===== src/rtl/rv32i_pkg.sv =====
// Shared types for the rv32i core: pipeline controller state encoding.
package rv32i_pkg;

    typedef enum logic [2:0] {
        PC_RUN,
        PC_MEM_WAIT,
        PC_FLUSH,
        PC_DRAIN,
        PC_HALTED
    } pctrl_state_t;

    localparam int REG_ADDR_W = 5;

endpackage


===== src/rtl/sat_counter.sv =====
// Saturating up-counter with synchronous clear; holds at all-ones instead of wrapping.
module sat_counter #(
    parameter int W = 32
) (
    input  logic         clk,
    input  logic         clr,
    input  logic         en,
    output logic [W-1:0] q
);

    always_ff @(posedge clk) begin
        if (clr) begin
            q <= '0;
        end else if (en && (q != '1)) begin
            q <= q + 1'b1;
        end
    end

endmodule


===== src/rtl/pipeline_ctrl.sv =====
// Hazard/sequencing controller for the F/D/X core: stall, flush, forward, halt and perf counters.
// Outputs are combinational from state and this cycle's inputs so forwarding and stalls act with zero latency.
module pipeline_ctrl
    import rv32i_pkg::*;
#(
    parameter int FLUSH_CYCLES = 1,
    parameter int CNT_W        = 32
) (
    input  logic                  clk,
    input  logic                  rst,
    input  logic                  d_valid,
    input  logic [REG_ADDR_W-1:0] d_rs1,
    input  logic [REG_ADDR_W-1:0] d_rs2,
    input  logic                  d_use_rs1,
    input  logic                  d_use_rs2,
    input  logic                  d_system,
    input  logic                  x_valid,
    input  logic [REG_ADDR_W-1:0] x_rd,
    input  logic                  x_reg_write,
    input  logic                  x_mem_read,
    input  logic                  x_mem_op,
    input  logic                  dmem_ready,
    input  logic                  x_redirect,
    output logic                  f_stall,
    output logic                  d_stall,
    output logic                  d_bubble,
    output logic                  fd_flush,
    output logic                  fwd_rs1,
    output logic                  fwd_rs2,
    output logic                  halted,
    output logic [CNT_W-1:0]      stall_cnt,
    output logic [CNT_W-1:0]      flush_cnt
);

    localparam int CW = (FLUSH_CYCLES > 1) ? $clog2(FLUSH_CYCLES) : 1;
    localparam logic [CW-1:0] FLUSH_RELOAD = CW'(FLUSH_CYCLES - 1);

    pctrl_state_t  state, state_n;
    logic [CW-1:0] count, count_n;
    logic          hit_rs1, hit_rs2;
    logic          mem_wait;

    assign hit_rs1 = x_valid && x_reg_write && (x_rd == d_rs1) && (d_rs1 != '0) && d_use_rs1 && d_valid;
    assign hit_rs2 = x_valid && x_reg_write && (x_rd == d_rs2) && (d_rs2 != '0) && d_use_rs2 && d_valid;
    assign mem_wait = x_valid && x_mem_op && !dmem_ready;

    always_ff @(posedge clk) begin
        if (rst) begin
            state <= PC_RUN;
            count <= '0;
        end else begin
            state <= state_n;
            count <= count_n;
        end
    end

    always_comb begin
        state_n  = state;
        count_n  = count;
        f_stall  = 1'b0;
        d_stall  = 1'b0;
        d_bubble = 1'b0;
        fd_flush = 1'b0;
        halted   = 1'b0;
        fwd_rs1  = 1'b0;
        fwd_rs2  = 1'b0;
        if (!rst) begin
            unique case (state)
                // MEM_WAIT with dmem_ready falls through to the ordinary RUN rules in the same cycle.
                PC_RUN, PC_MEM_WAIT: begin
                    if (mem_wait) begin
                        f_stall = 1'b1;
                        d_stall = 1'b1;
                        state_n = PC_MEM_WAIT;
                    end else if (x_redirect) begin
                        fd_flush = 1'b1;
                        d_bubble = 1'b1;
                        if (FLUSH_CYCLES > 1) begin
                            state_n = PC_FLUSH;
                            count_n = FLUSH_RELOAD;
                        end else begin
                            state_n = PC_RUN;
                        end
                    end else if (d_system && d_valid) begin
                        f_stall  = 1'b1;
                        d_bubble = 1'b1;
                        state_n  = PC_DRAIN;
                    end else begin
                        state_n = PC_RUN;
                    end
                end
                PC_FLUSH: begin
                    fd_flush = 1'b1;
                    d_bubble = 1'b1;
                    if (x_redirect) begin
                        count_n = FLUSH_RELOAD;
                    end else begin
                        count_n = count - 1'b1;
                        if (count <= CW'(1)) begin
                            state_n = PC_RUN;
                        end
                    end
                end
                // An older branch still in X outranks the pending halt.
                PC_DRAIN: begin
                    if (x_redirect) begin
                        fd_flush = 1'b1;
                        d_bubble = 1'b1;
                        if (FLUSH_CYCLES > 1) begin
                            state_n = PC_FLUSH;
                            count_n = FLUSH_RELOAD;
                        end else begin
                            state_n = PC_RUN;
                        end
                    end else begin
                        f_stall  = 1'b1;
                        d_bubble = 1'b1;
                        if (!x_valid || (x_mem_op && dmem_ready)) begin
                            state_n = PC_HALTED;
                        end
                    end
                end
                PC_HALTED: begin
                    halted   = 1'b1;
                    f_stall  = 1'b1;
                    d_stall  = 1'b1;
                    d_bubble = 1'b1;
                end
                default: begin
                    state_n = PC_RUN;
                end
            endcase
            fwd_rs1 = hit_rs1 && !d_bubble && (state != PC_HALTED);
            fwd_rs2 = hit_rs2 && !d_bubble && (state != PC_HALTED);
        end
    end

    sat_counter #(.W(CNT_W)) u_stall_cnt (
        .clk (clk),
        .clr (rst),
        .en  (f_stall),
        .q   (stall_cnt)
    );

    sat_counter #(.W(CNT_W)) u_flush_cnt (
        .clk (clk),
        .clr (rst),
        .en  (fd_flush),
        .q   (flush_cnt)
    );

endmodule


===== config.mk =====
export PLATFORM = sky130hd
export DESIGN_NAME = pipeline_ctrl
export DESIGN_NICKNAME = d
export VERILOG_FILES = /design/src/rtl/rv32i_pkg.sv /design/src/rtl/sat_counter.sv /design/src/rtl/pipeline_ctrl.sv
export SDC_FILE = /design/constraint.sdc
export NUM_CORES = 1
export LEC_CHECK = 0
export ABC_AREA = 1
export BUFFER_PORTS_ARGS = -buffer_cell sky130_fd_sc_hd__buf_2
export CORE_UTILIZATION = 61
export CTS_BUF_LIST = sky130_fd_sc_hd__clkbuf_2 sky130_fd_sc_hd__clkbuf_4 sky130_fd_sc_hd__clkbuf_8
export CTS_CLUSTER_SIZE = 14
export DETAILED_ROUTE_END_ITERATION = 8
export GPL_ROUTABILITY_DRIVEN = 0
export GPL_TIMING_DRIVEN = 0
export PLACE_DENSITY = 0.88
export SLEW_MARGIN = 20
export SYNTH_ARGS = -nofsm -noshare
export SYNTH_HDL_FRONTEND = slang
export SYNTH_HIERARCHICAL = 1
export SYNTH_SLANG_ARGS = --single-unit

===== constraint.sdc =====
create_clock -name clk -period 5.55 [get_ports clk]
set_input_delay 1.11 -clock clk [delete_from_list [all_inputs] [get_ports clk]]
set_output_delay 1.11 -clock clk [all_outputs]
set_load 0.01 [all_outputs]

==> impl_metrics.ini, run 1 <==
[run_status]
outcome = finished clean

[detailed_routing]
vias = 5322
drt_iter0_drc = 405
wirelength_um = 13000
wl_per_cell_um = 13.6
vias_per_cell = 5.57
first_pass_iters = 6
final_antenna_net_count = 0
drc = 0

[flow_run]
drv_cap = 0

[worst_setup_path]
crit_path_cell_trace = buf_2 > nor3_1 > nor2_1 > a21oi_1 > buf_2
r2r_cells = 11
crit_top_cell = buf_2
path_class = in -> out
critical_path.top_delay_family = compound AO/OA/AOI/OAI gates
critPathSlowestCell = a21oi_1
cp-start-kind = input pin
crit_path_max_fanout = 7
worstSetupEndpoint = f_stall
critPathMaxStageDelay_ps = 550
r2r_end = u_stall_cnt/q[23]
cp.required_ps = 4440
r2r_start = state[0]
path_depth = 5
cp.arrival_ps = 2430
r2r_slack_ps = 2810
cp-end-kind = output pin
crit_start = x_redirect
path_buf_inv = 2

[place]
dp_hpwl_um = 9750
preCtsSetupSlack_ps = 2060
io_buffers = 96

[synthesis]
synthAdderAreaFrac_pct = 0.550
synthMuxAreaShare_pct = 0
synth.net_count = 773
yosys.area_share.simple_pct = 52.2
ys_ff_latch = 67
netlist_area_sq_um = 4550
ys_warn_count = 6
synth_area_leaders = dfxtp_1 29%, nand2_1 17%, nor2_1 13%
yosys.area.top_type = dfxtp_1
synth-xor-area-share_pct = 0.385
syn_avg_cell_area_sq_um = 6.12
synth.distinct_cells = 33
synth_top_family_by_area = simple AND/OR/NAND/NOR gates
yosys.area.top_type_share_pct = 29.5
synthCells = 744
synth_compound_area_share_pct = 7.83
synth-seq-area-share_pct = 29.5

[global_routing]
grt_pass1_wl_um = 20400
grt_max_degree = 13
grt_overflow = 0
grtUsageTotal_pct = 33.1
antenna_found_initial = 0
grt_pass1_vias = 4681

[cts]
cts_inserted_buffers = 9
clkTransAtPathRegs_ps = 70
htreeDepth = 3
cts_hold_buf = 0
cts_root_buf = clkbuf_8
clkLatencyLatePin_ps = 350
post_cts_buffers = 0
cts_max_path_buffers = 2
cts.sinks = 67
cts_tree = built
cts_resized = 0

[timing]
finalMaxSlewViolations = 0
setup_viol = 0
rsz0062_at_grt = false
worst_pin_slew_ps = 741
fin_setup_tns_ps = 0
max_freq_ghz = 0.282
post-route-period-util_pct = 63.8
finalHoldViolations = 0
min_period_ps = 3540
skew_ps = 12.9
slew_headroom_pct = 50.6
worst_slack_ps = 2010

[power_and_ir_drop]
ir_worst_vdd_uv = 130
power_mw = 1.03
p_per_area_nw_per_um2 = 191
leakagePower_nw = 2.57

[cells_and_area]
areaGrowthSynthToFinish_pct = 18.3
num_antenna_cells = 0
nNetsFinal = 880
drive_above_1_share_pct = 22.0

[hold_path]
hold_path.class = reg -> reg

[floorplanning]
ioPinCount = 98
fp.dieH_um = 88.4
initial_utilization_pct = 63.1
rows = 31
die_area_sq_um = 7810
core_area_sq_um = 7210
die_w_um = 88.4
-- layer usage --
metal | vias up | track usage (%) | part of all wire [%]
li1 | 2594 | - | -
met1 | 2428 | 40.1 | 41
met2 | 272 | 58.5 | 50
met3 | 28 | 6.62 | 7.9
met4 | 0 | 11.1 | 1.5
met5 | - | 0 | 0
-- kinds of logic (layout without fill, tap and decap cells) --
kind of cell             Yosys count  after routing
buffers and inverters             97            209
AND/OR/NAND/NOR                  512            512
AO/OA/AOI/OAI                     64             64
adder cells (fa/ha/maj)            2              2
XOR/XNOR                           2              2
flip-flops                        67             67
-- synthesized netlist by cell type (all sizes together) --
master  instances
o21bai          1
nand2         225
nand4          28
nor3           11
and2            2
xor2            1
a31oi          12
inv            79
ha              2
a31o            1
nor2          175
buf            15
nand3b          2
clkbuf          1
xnor2           1
dfxtp          67
o21ai           4
nand3          69
clkinv          2
a21oi          46
-- layout make-up --
type                    instances  area, sq um
plain buffers                  16          133
clock buffers                  10          138
clock inverters                 6         88.8
fillers                       612         1830
inverters                      81          304
multi-input cells             580         2770
flip-flops and latches         67         1340
well taps                      99          124
repair buffers                 96          480
-- worst reg2reg max path, stage by stage, from the launching register on --
cell and delay (ps):
dfxtp_1 380, nand2_1 70, nor3_1 240, nor2_1 110, a21oi_1 550, inv_1 290, nor2_2 330, nand2_1 190
nor2_1 240, nand4_1 130, nand2_1 80, nor2_1 60
-- sequential cells by signal, indices dropped and copies added, names as in the netlist --
register,flops
u_flush_cnt/q,32
u_stall_cnt/q,32
state,3
-- stage by stage --
stage | hold slack, ps | instance area [sq um] | std cells | util (%)
global route | 550 | 5380 | 955 | 74.6
floorplan | 506 | 4550 | 744 | -
detailed placement | 512 | 5160 | 939 | 71.5
finish | 519 | 5380 | 955 | 74.6
global placement | 500 | 5160 | 939 | 71.5
CTS | 522 | 5380 | 955 | 74.6
-- worst min-delay path by stage --
stage,from,to,slack (ps),depth (start not counted)
6_report,u_flush_cnt/q[1],u_flush_cnt/q[1],520,2
4_1_cts,u_flush_cnt/q[1],u_flush_cnt/q[1],520,2
5_1_grt,u_flush_cnt/q[1],u_flush_cnt/q[1],550,2
3_5_place_dp,u_flush_cnt/q[1],u_flush_cnt/q[1],510,2
3_3_place_gp,u_stall_cnt/q[1],u_stall_cnt/q[1],500,2
2_1_floorplan,u_flush_cnt/q[1],u_flush_cnt/q[1],510,2
-- cell usage in the layout, fill, tap and decap left out, types with 10 or more instances in the layout --
master,Yosys,layout
nor2_1,152,152
a21oi_1,42,42
buf_2,4,100
nand3_1,58,58
dfxtp_1,67,67
nand3_2,10,10
nor3_1,10,10
nand4_1,26,26
nand2_1,209,209
nand2_2,12,12
a31oi_1,12,12
clkbuf_8,0,10
inv_1,74,74
nor2_2,12,12
-- where the power goes --
part           internal, mW  leakage, nW  switching (mW)  total, mW
logic                0.0262         1.93          0.0483     0.0745
registers             0.483        0.540         0.00289      0.486
clock network         0.265        0.108           0.201      0.467
total                 0.774         2.57           0.253       1.03
No activity file was read; power rests on OpenSTA's default activity.
==> run 2: changes to the inputs <==
--- a/config.mk
+++ b/config.mk
@@ -7,13 +7,13 @@
 export LEC_CHECK = 0
 export ABC_AREA = 1
 export BUFFER_PORTS_ARGS = -buffer_cell sky130_fd_sc_hd__buf_2
-export CORE_UTILIZATION = 61
+export CORE_UTILIZATION = 51
 export CTS_BUF_LIST = sky130_fd_sc_hd__clkbuf_2 sky130_fd_sc_hd__clkbuf_4 sky130_fd_sc_hd__clkbuf_8
 export CTS_CLUSTER_SIZE = 14
 export DETAILED_ROUTE_END_ITERATION = 8
 export GPL_ROUTABILITY_DRIVEN = 0
 export GPL_TIMING_DRIVEN = 0
-export PLACE_DENSITY = 0.88
+export PLACE_DENSITY = 0.78
 export SLEW_MARGIN = 20
 export SYNTH_ARGS = -nofsm -noshare
 export SYNTH_HDL_FRONTEND = slang
==> constraint.sdc (replaced) <==
create_clock -name clk -period 3.1 [get_ports clk]
set_input_delay 0.62 -clock clk [delete_from_list [all_inputs] [get_ports clk]]
set_output_delay 0.62 -clock clk [all_outputs]
set_load 0.01 [all_outputs]
==> run 2 against run 1 <==
Via count fell by 0.92%. Critical path type is now reg -> reg. Largest cell class unchanged. Non-clock buffer count did not move. Sequential share of layout area fell by 0.27 points.
==> impl_metrics.ini, run 2 (synthesized netlist as in run 1, its figures left out) <==
[cts]
htreeDepth = 3
cts_tree = built
clkLatencyLatePin_ps = 350
post_cts_buffers = 0
cts_max_path_buffers = 2
cts_inserted_buffers = 9
cts_hold_buf = 0
cts_root_buf = clkbuf_8
cts_resized = 0
clkTransAtPathRegs_ps = 80
cts.sinks = 67

[cells_and_area]
nNetsFinal = 880
num_antenna_cells = 0
areaGrowthSynthToFinish_pct = 19.5
finalNonFillerCells = 964
layout_commonest_cell = nand2_1
drive_above_1_share_pct = 22.0
reg_top3 = u_flush_cnt/q x32, u_stall_cnt/q x32, state x3
fillers = 834
final_cell_mix = 209 x nand2_1, 152 x nor2_1, 100 x buf_2, 74 x inv_1, 67 x dfxtp_1

[floorplanning]
core_area_sq_um = 8680
initial_utilization_pct = 52.5
die_w_um = 96.5
fp.dieH_um = 96.5
ioPinCount = 98
rows = 34
die_area_sq_um = 9310

[global_routing]
grt_max_degree = 13
antenna_found_initial = 0
grt_pass1_vias = 4646
grtUsageTotal_pct = 28.0
grt_overflow = 0
grt_pass1_wl_um = 20500

[worst_setup_path]
cp.arrival_ps = 2980
critPathSlowestCell = a21oi_1
cp.required_ps = 3340
cp-start-kind = register
critical_path.top_delay_family = simple AND/OR/NAND/NOR gates
path_class = reg -> reg
crit_top_cell = nor2_1
crit_path_max_fanout = 8
path_buf_inv = 2
critPathMaxStageDelay_ps = 660
cp-end-kind = register
crit_path_cell_trace = nor2_1 > nand3_1 > a21oi_1 > inv_2 > nor2_1 > nand2_1 > inv_2 > nand2_1 > nor2_1 > nand3_1 > nand2_1 > nor2_1

[timing]
post-route-period-util_pct = 88.4
min_period_ps = 2740
finalHoldViolations = 0
fin_setup_tns_ps = 0
worst_pin_slew_ps = 804
setup_viol = 0
max_freq_ghz = 0.365
skew_ps = 14.3
rsz0062_at_grt = false
slew_headroom_pct = 46.4
finalMaxSlewViolations = 0

[power_and_ir_drop]
leakagePower_nw = 2.60
ir_worst_vdd_uv = 247
p_per_area_nw_per_um2 = 368

[detailed_routing]
vias_per_cell = 5.47
vias = 5273
first_pass_iters = 5
drt_iter0_drc = 303
final_antenna_net_count = 0
wirelength_um = 12700
drc = 0
wl_per_cell_um = 13.2

[place]
dp_cells = 948
dp_hpwl_um = 9560
io_buffers = 96

[run_status]
outcome = finished clean

[flow_run]
drv_cap = 0

[hold_path]
hold_path.class = reg -> reg
==> run 2: where the power goes <==
part,total [mW],internal [mW],switching (mW)
Sequential,0.869,0.864,0.00489
Combinational,0.132,0.0468,0.0847
Clock,1.00,0.639,0.365
==> run 2: final timing paths <==
kind | start | end | slack [ps] | cells past startpoint
max | state[2] | u_flush_cnt/q[25] | 360 | 12
min | u_stall_cnt/q[1] | u_stall_cnt/q[1] | 500 | 2
max reg2reg | state[2] | u_flush_cnt/q[25] | 360 | 12
min reg2reg | u_stall_cnt/q[1] | u_stall_cnt/q[1] | 500 | 2
==> run 2: area by class of cell <==
type / count / area, sq um / share of cell area [%]
Buffer: 16 / 133 / 2.44
Clock buffer: 10 / 138 / 2.53
Clock inverter: 6 / 136 / 2.51
Inverter: 81 / 304 / 5.59
Multi-Input combinational cell: 580 / 2770 / 51.0
Sequential cell: 67 / 1340 / 24.6
Tap cell: 108 / 135 / 2.48
Timing Repair Buffer: 96 / 480 / 8.83
==> run 2: worst min-delay path, cell delays in order, from the launching register on <==
cell,delay (ps)
dfxtp_1,340
nand2_1,70
a21oi_1,50
==> run 2: stage by stage <==
step	util, %	total power [mW]	setup slack (ps)	hold slack (ps)	cell area, sq um
floorplan	-	0.968	739	506	4550
global placement	59.5	1.01	107	488	5170
detailed placement	59.5	1.02	68.5	491	5170
CTS	62.7	2.02	428	507	5440
global route	62.7	2.07	153	545	5440
finish	62.7	2.00	361	504	5440
==> run 2: routing by layer <==
layer	up-vias	share of wire, %	track usage, %
li1	2596	-	-
met1	2440	43	33.6
met2	201	49	49.3
met3	36	6.1	4.30
met4	0	2.2	11.8
met5	-	0	0
==> run 3: changes to the inputs <==
--- a/config.mk
+++ b/config.mk
@@ -7,13 +7,13 @@
 export LEC_CHECK = 0
 export ABC_AREA = 1
 export BUFFER_PORTS_ARGS = -buffer_cell sky130_fd_sc_hd__buf_2
-export CORE_UTILIZATION = 51
+export CORE_UTILIZATION = 45
 export CTS_BUF_LIST = sky130_fd_sc_hd__clkbuf_2 sky130_fd_sc_hd__clkbuf_4 sky130_fd_sc_hd__clkbuf_8
 export CTS_CLUSTER_SIZE = 14
 export DETAILED_ROUTE_END_ITERATION = 8
 export GPL_ROUTABILITY_DRIVEN = 0
 export GPL_TIMING_DRIVEN = 0
-export PLACE_DENSITY = 0.78
+export PLACE_DENSITY = 0.71
 export SLEW_MARGIN = 20
 export SYNTH_ARGS = -nofsm -noshare
 export SYNTH_HDL_FRONTEND = slang
==> run 3 against run 2 <==
Count of clock-buffer cells in the layout increased by 3. Largest power group is now registers. Sequential share of layout area increased by 0.19 points. Total power decreased by 12%. First-iteration DRC count decreased by 5.9%. Critical path type unchanged. Clock skew decreased by 3.0 ps. Critical path depth unchanged. Die area increased by 13%. Fmax decreased by 1.2%.
==> impl_metrics.ini, run 3 (synthesized netlist as in run 1, its figures left out) <==
[power_and_ir_drop]
ir_worst_vdd_uv = 232
p_per_area_nw_per_um2 = 326
leakagePower_nw = 2.57
power_mw = 1.76

[worst_setup_path]
cp-end-kind = register
crit_path_max_fanout = 8
cp.required_ps = 3340
path_class = reg -> reg
critPathSlowestCell = a21oi_1
critical_path.top_delay_family = simple AND/OR/NAND/NOR gates
path_buf_inv = 2
r2r_slack_ps = 330
crit_path_cell_trace = nor2_1 > nand3_1 > a21oi_1 > inv_2 > nor2_1 > nand2_1 > inv_2 > nand2_1 > nor2_1 > nand3_1 > nand2_1 > nor2_1
cp-start-kind = register
critPathMaxStageDelay_ps = 700
cp.arrival_ps = 3010
crit_top_cell = nor2_1

[timing]
rsz0062_at_grt = false
post-route-period-util_pct = 89.4
finalHoldViolations = 0
slew_headroom_pct = 42.7
finalMaxSlewViolations = 0
min_period_ps = 2770
worst_pin_slew_ps = 859
fin_setup_tns_ps = 0
max_freq_ghz = 0.361
skew_ps = 11.3
setup_viol = 0

[detailed_routing]
wirelength_um = 12700
vias = 5173
drc = 0
drt_iter0_drc = 285
vias_per_cell = 5.24
wl_per_cell_um = 12.8
final_antenna_net_count = 0
first_pass_iters = 5

[global_routing]
grt_pass1_vias = 4563
globalRouteMet2Util_pct = 43.3
grtUsageTotal_pct = 24.9
grt_max_degree = 12
antenna_found_initial = 0
gr-usage-met1_pct = 30.1
met3_usage_pct = 4.95
grt_overflow = 0
grt_pass1_wl_um = 20700
busiest_layer = met2

[floorplanning]
core_area_sq_um = 9770
rows = 36
die_area_sq_um = 10500
ioPinCount = 98
fp.dieH_um = 103
die_w_um = 103
initial_utilization_pct = 46.6

[place]
dp_hpwl_um = 9620
io_buffers = 96
place_area_sq_um = 5200

[cts]
post_cts_buffers = 0
cts_max_path_buffers = 2
cts_resized = 0
cts.sinks = 67
cts_root_buf = clkbuf_8
clkTransAtPathRegs_ps = 70
cts_hold_buf = 0
clkLatencyLatePin_ps = 340
cts_inserted_buffers = 9
htreeDepth = 3
cts_tree = built

[cells_and_area]
nNetsFinal = 880
drive_above_1_share_pct = 21.9
num_antenna_cells = 0
reg_top3 = u_flush_cnt/q x32, u_stall_cnt/q x32, state x3
areaGrowthSynthToFinish_pct = 18.6
layout_commonest_cell = nand2_1
final_area_sq_um = 5400
final_cell_mix = 209 x nand2_1, 152 x nor2_1, 100 x buf_2, 74 x inv_1, 67 x dfxtp_1

[run_status]
outcome = finished clean

[flow_run]
drv_cap = 0

[hold_path]
hold_path.class = reg -> reg
## run 3: final timing paths
check / end / depth (start not counted) / startpoint
setup / recovery: u_flush_cnt/q[25] / 12 / state[2]
hold / removal: u_stall_cnt/q[1] / 2 / u_stall_cnt/q[1]
setup reg to reg: u_flush_cnt/q[25] / 12 / state[2]
hold reg to reg: u_stall_cnt/q[1] / 2 / u_stall_cnt/q[1]
## run 3: metrics by stage
| stage | std cells | utilization, % | setup slack (ps) | hold slack [ps] |
|---|---|---|---|---|
| after floorplan | 744 | - | 739 | 506 |
| after global placement | 973 | 53.2 | 163 | 483 |
| after detailed placement | 973 | 53.2 | 98.5 | 499 |
| after CTS | 988 | 55.2 | 371 | 509 |
| after global routing | 988 | 55.2 | 114 | 547 |
| final | 988 | 55.2 | 327 | 511 |
## run 3: final cells by class
class | count | area (sq um)
multi-input combinational | 580 | 2770
clock buffer | 13 | 166
inverter | 81 | 304
timing repair buffer | 96 | 480
buffer | 16 | 133
tap | 133 | 166
clock inverter | 2 | 35.0
sequential | 67 | 1340
fill | 979 | 4370
## run 3: per-layer routing
metal | wire length [um] | vias up
li1 | - | 2592
met1 | 5550 | 2367
met4 | 271 | 0
met3 | 705 | 28
met5 | 0 | -
met2 | 6150 | 186
## run 3: tightest hold or removal path, cell delays in order (launching register included)
cell and delay (ps):
dfxtp_1 340, nand2_1 80, a21oi_1 50
## run 3: report_power, final
| group | internal (mW) | switching [mW] |
|---|---|---|
| sequential | 0.864 | 0.00498 |
| combinational | 0.0468 | 0.0841 |
| clock | 0.429 | 0.334 |
